## config.mk

```make
export PLATFORM = sky130hd
export DESIGN_NAME = regfile_dump
export DESIGN_NICKNAME = d
export VERILOG_FILES = /design/src/rtl/regfile_dump.sv
export SDC_FILE = /design/constraint.sdc
export NUM_CORES = 1
export LEC_CHECK = 0
export ABC_AREA = 1
export CORE_MARGIN = 2
export CORE_UTILIZATION = 45
export CTS_BUF_LIST = sky130_fd_sc_hd__clkbuf_8
export CTS_CLUSTER_SIZE = 30
export DETAILED_ROUTE_END_ITERATION = 12
export GPL_TIMING_DRIVEN = 0
export PLACE_DENSITY = 0.9
export SLEW_MARGIN = 20
export SYNTH_ARGS = -nofsm -noshare
export SYNTH_HDL_FRONTEND = slang
export SYNTH_SLANG_ARGS = --single-unit
```

## constraint.sdc

```tcl
create_clock -name clk -period 1.6 [get_ports clk]
set_clock_uncertainty 0.15 [all_clocks]
set_input_delay 0.48 -clock clk [delete_from_list [all_inputs] [get_ports clk]]
set_output_delay 0.48 -clock clk [all_outputs]
set_load 0.02 [all_outputs]
```

## src/rtl/regfile_dump.sv

```systemverilog
// regfile_dump: walks a register-file read port from a latched first index to a
// latched last index (inclusive, wrapping modulo 2**ADDR_W). Each word is
// presented on a valid/ready output channel. done pulses once after the final
// word transfers.
//
// Ports:
//   clk        rising-edge clock
//   clrn       asynchronous active-low reset
//   start      dump request, sampled only while idle
//   abort      cancels any dump in progress (wins over start)
//   first      first register index, latched on start
//   last       last register index (inclusive), latched on start
//   rn         registered read address to the register file
//   q          register-file read data (combinational from rn)
//   out_valid  out_data/out_idx hold a word
//   out_ready  downstream accepts the word
//   out_data   captured register value
//   out_idx    index of the word in out_data
//   busy       high whenever not idle
//   done       one-cycle pulse after the last word transfers
module regfile_dump #(
    parameter int DATA_W = 32,
    parameter int ADDR_W = 5
) (
    input  logic              clk,
    input  logic              clrn,
    input  logic              start,
    input  logic              abort,
    input  logic [ADDR_W-1:0] first,
    input  logic [ADDR_W-1:0] last,
    output logic [ADDR_W-1:0] rn,
    input  logic [DATA_W-1:0] q,
    output logic              out_valid,
    input  logic              out_ready,
    output logic [DATA_W-1:0] out_data,
    output logic [ADDR_W-1:0] out_idx,
    output logic              busy,
    output logic              done
);

    typedef enum logic [1:0] {
        IDLE = 2'd0,
        ADDR = 2'd1,
        OUT  = 2'd2,
        DONE = 2'd3
    } state_t;

    state_t            state, state_nx;
    logic [ADDR_W-1:0] last_r, last_nx;
    logic [ADDR_W-1:0] rn_nx;
    logic              valid_nx;
    logic [DATA_W-1:0] data_nx;
    logic [ADDR_W-1:0] idx_nx;

    // The latched first index lives in rn itself: it is only ever needed as
    // the starting read address, so no separate register is kept.
    always_ff @(posedge clk or negedge clrn) begin
        if (!clrn) begin
            state     <= IDLE;
            last_r    <= '0;
            rn        <= '0;
            out_valid <= 1'b0;
            out_data  <= '0;
            out_idx   <= '0;
        end else begin
            state     <= state_nx;
            last_r    <= last_nx;
            rn        <= rn_nx;
            out_valid <= valid_nx;
            out_data  <= data_nx;
            out_idx   <= idx_nx;
        end
    end

    always_comb begin
        state_nx = state;
        last_nx  = last_r;
        rn_nx    = rn;
        valid_nx = out_valid;
        data_nx  = out_data;
        idx_nx   = out_idx;
        if (abort) begin
            // A transfer in this same cycle still completes downstream;
            // only the rest of the dump is dropped.
            state_nx = IDLE;
            valid_nx = 1'b0;
        end else begin
            unique case (state)
                IDLE: begin
                    if (start) begin
                        last_nx  = last;
                        rn_nx    = first;
                        state_nx = ADDR;
                    end
                end
                ADDR: begin
                    data_nx  = q;
                    idx_nx   = rn;
                    valid_nx = 1'b1;
                    state_nx = OUT;
                end
                OUT: begin
                    if (out_valid && out_ready) begin
                        valid_nx = 1'b0;
                        if (out_idx == last_r) begin
                            state_nx = DONE;
                        end else begin
                            rn_nx    = rn + ADDR_W'(1);
                            state_nx = ADDR;
                        end
                    end
                end
                DONE: begin
                    state_nx = IDLE;
                end
                default: begin
                    state_nx = IDLE;
                end
            endcase
        end
    end

    assign busy = (state != IDLE);
    assign done = (state == DONE);

endmodule

```

==> reports/metrics.sh <==
CLK_ROOT_BUFFER_CELL='sky130_fd_sc_hd__clkbuf_8'
NETLIST_TOP_CELLS_COUNT='sky130_fd_sc_hd__dfrtp_1, sky130_fd_sc_hd__nand2_1, sky130_fd_sc_hd__mux2_4, sky130_fd_sc_hd__inv_1, sky130_fd_sc_hd__nand3_1'
GRT_USE_TOTAL=0.2133
MAXIMUM_NUMBER_OF_PINS_ON_ONE_NET_BEFORE_GLOBAL_ROUTE_REPAIR=27
YOSYS.AREA.TOP_TYPE_SHARE=0.5432
LEADING_CELL_TYPES_BY_TOTAL_AREA_AFTER_SYNTHESIS='sky130_fd_sc_hd__dfrtp_1, sky130_fd_sc_hd__mux2_4, sky130_fd_sc_hd__nand2_1'
YOSYS_REGISTER_BITS=50
STARTPOINT_TYPE='register'
SLOWEST_DELAY_PS=420
TRITONCTS.NUM_BUFFERS=5
ROUTABILITYCONGESTION=0.8923
SETUP_VIOL=43
DESIGN.DIE.AREA_MM2=0.005707
AVGVIACOUNTPERCELL=4.795
CRIT_CHAIN='buf_6 > nor2_4 > inv_2 > buf_6'
DRT_PRE_ANTENNA_ITERS=4
LAYOUT_MIN_CYCLE_TIME_PS=1764
MAXCLOCKFREQUENCY_MHz=567.0
POST_ROUTE_CELLS_DRIVE_ABOVE_1_SHARE=0.4156
CRITICAL_PATH_BUF_INV_COUNT=3
STDCELL_AREA_MM2=0.003482
SYN_AREA_MM2=0.002303
FINAL_UTIL=0.6951
SYNTH_AREA_PER_CELL_UM2=11.63
RSZ0062_AT_GRT='yes'
YS.WARNINGS.COUNT=0
CTS_HOLD_BUFFERS=0
CLOCK_SINKS=50
POST-PLACE-CELLS=360
REPORT.FINAL.SLEW_VIOL_COUNT=0
WL_UM=6059
CRITICAL_PATH_ARRIVAL_PS=1130
FP.DIEH_UM=75.55
POSTLAYOUTSETUPSLACKWORST_PS=-163.7
SYNTHARSTFLOPSHARE=1.000
YS_TYPES=20
FIN_CELLS=390
AVERAGE_WIRE_PER_STANDARD_CELL_UM=15.54
SETUP_CP_TYPE='register to primary output'
ANTENNA_CELLS=0
FINAL_NET_COUNT=367
REQUIRED_PS=970
WORSTPATHMAXFANOUT=3
VIOLATIONS='negative setup slack'
ROUTE.VIAS.TOTAL=1870
NUMBER_OF_ANTENNA_VIOLATIONS_AT_THE_FIRST_CHECK_IN_GLOBAL_ROUTING=0
PATH_DELAY_FAMILY='flip-flops'
SYNTH_EDF_COUNT=0
MAX-CAP-VIOLATIONS=0
CRIT_SLOWEST_CELL='sky130_fd_sc_hd__dfrtp_2'
REGTOREGENDPOINT='out_data[10]'
ANT_NETS=0
OVERFLOW=0
YS_DOMINANT_REG_CELL='sky130_fd_sc_hd__dfrtp_1'
CORE_FOOTPRINT_MM2=0.005010
DPL_CELL_AREA_MM2=0.003317
FINAL_HOLD_VIOL_COUNT=0
MAXSLEWHEADROOM=0.6177
SYN_TO_FINAL_GROWTH_PCT=51.17
TRITONCTS='yes'
ROW_COUNT=26
H-TREE-DEPTH=2
REG2REG_SETUP_SLACK_PS=-140
CTS.REPORTEDPATHS.CLKPINSLEW_PS=90
WORST_HOLD_PATH_TYPE='primary input to async pin'
DP.FINAL_HPWL_UM=3968
GRT_FIRST_PASS_WIRELENGTH_UM=8880
SYN_NETS=246
FIRST_GLOBAL_VIAS=1813
POWER.DENSITY_mW_PER_MM2=1693
DRT_ITER0_MARKERS=55
DRC=0
WORSTMARGINPINSLEW_PS=573.4
CTS-ROOT-TO-SINK-BUFFERS=2
FINAL.FILL_COUNT=394
START_UTIL=0.4598
FP.DIEW_UM=75.55
IO_PINS=92
SYNTHCELLS=198
CRITICAL_PATH.ENDPOINT_TYPE='primary output'
IR_WORST_VDD_V=0.0008021
CRIT-REG2REG-LAUNCH='state[0]'
IO_BUFFER_COUNT=91
CRIT_TOP_CELL='sky130_fd_sc_hd__buf_6'
SYNTH_MOST_COMMON_CELL='sky130_fd_sc_hd__dfrtp_1'
POWER_LEAKAGE_nW=1.811
POST-ROUTE-PERIOD-UTIL=1.102
YOSYSSEQAREASHARE=0.5432
FINAL.SETUP.TNS_PS=-4510
SYNTH_TOP_AREA_CELL='sky130_fd_sc_hd__dfrtp_1'
CLK_LATENCY_PS=310
WORSTREGTOREGCELLS=6
RUN_STATUS='finished, violations left'
-- worst register-to-register path, stage by stage (launching register included) --
cell and delay [ps]:
sky130_fd_sc_hd__dfrtp_2 420, sky130_fd_sc_hd__buf_6 130, sky130_fd_sc_hd__buf_4 140, sky130_fd_sc_hd__buf_6 120, sky130_fd_sc_hd__nand3_4 180, sky130_fd_sc_hd__buf_12 180
sky130_fd_sc_hd__mux2_4 310
-- registers in the layout (all words and copies together) (netlist names) --
signal,flops
out_data,32
last_r,5
out_idx,5
rn,5
state,2
out_valid,1
-- cell usage in the layout, fill, tap and decap left out, drive strengths merged --
| cell type | Yosys | routed |
|---|---|---|
| buf | 5 | 68 |
| dfrtp | 50 | 50 |
| nand2 | 48 | 48 |
| clkdlybuf4s50 | 0 | 45 |
| mux2 | 33 | 33 |
| inv | 18 | 18 |
| nand3 | 15 | 15 |
| nor2 | 14 | 14 |
| a21oi | 7 | 7 |
| clkbuf | 0 | 7 |
| clkdlybuf4s15 | 0 | 5 |
| o21ai | 4 | 4 |
| nand4 | 2 | 2 |
| xnor2 | 1 | 1 |
| ha | 1 | 1 |
| clkinv | 0 | 1 |
| clkinvlp | 0 | 1 |
-- logic make-up (layout without fill, tap and decap cells) --
family	Yosys count	count (layout)	synth area share
compound gates	11	11	0.02390
xor+xnor	1	1	0.003803
fa+ha+maj	1	1	0.005431
buf+inv	23	145	0.05105
flops	50	50	0.5432
mux	33	33	0.2118
simple gates	79	79	0.1608
-- final cells by class --
class	instances	area, µm²	share of cell area
flip-flops and latches	50	1256	0.3608
repair buffers	116	977.2	0.2806
multi-input cells	125	953.4	0.2738
well taps	70	87.58	0.02515
clock buffers	6	82.58	0.02372
inverters	18	67.56	0.01940
plain buffers	3	45.04	0.01294
clock inverters	2	12.51	0.003593
-- worst max-delay path by stage --
stage	from	end	slack, ps	depth (start not counted)
after floorplan	abort	out_data[10]	110	4
after global placement	clrn	out_data[25]	-1490	1
after detailed placement	abort	out_data[28]	-420	5
after CTS	state[0]	busy	-150	4
after global routing	state[0]	busy	-210	4
final	state[0]	busy	-160	4
-- per-stage QoR --
step / power (mW) / hold slack, ps / worst slack [ps]
floorplan: 3.854 / 34.41 / 106.7
global placement: 5.172 / 337.0 / -1494
detailed placement: 5.301 / 340.1 / -415.1
CTS: 6.074 / 21.61 / -153.3
global route: 6.255 / 58.53 / -207.5
finish: 5.896 / 11.57 / -163.7
-- metal layers --
| metal | share of wire | up-vias | track usage |
|---|---|---|---|
| met5 | 0 | - | 0 |
| met2 | 0.52 | 86 | 0.3778 |
| li1 | - | 885 | - |
| met3 | 0.059 | 14 | 0.03704 |
| met1 | 0.40 | 885 | 0.2601 |
| met4 | 0.022 | 0 | 0.07992 |
-- timing repair --
item / CTS / global route
resized for setup: 173 / 33
endpoints found under the hold margin: 0 / 0
buffers inserted: 21 / 2
setup endpoints to repair: 87 / 74
cloned: 1 / 1
pin swaps: 2 / 1
-- where the power goes --
group | internal [mW] | total (mW) | leakage (nW) | switching, mW
sequential | 1.82 | 2.14 | 0.588 | 0.324
clock | 0.348 | 0.766 | 0.0472 | 0.418
combinational | 1.43 | 2.99 | 1.18 | 1.56
Note: power is estimated with default switching activity, not from simulation.
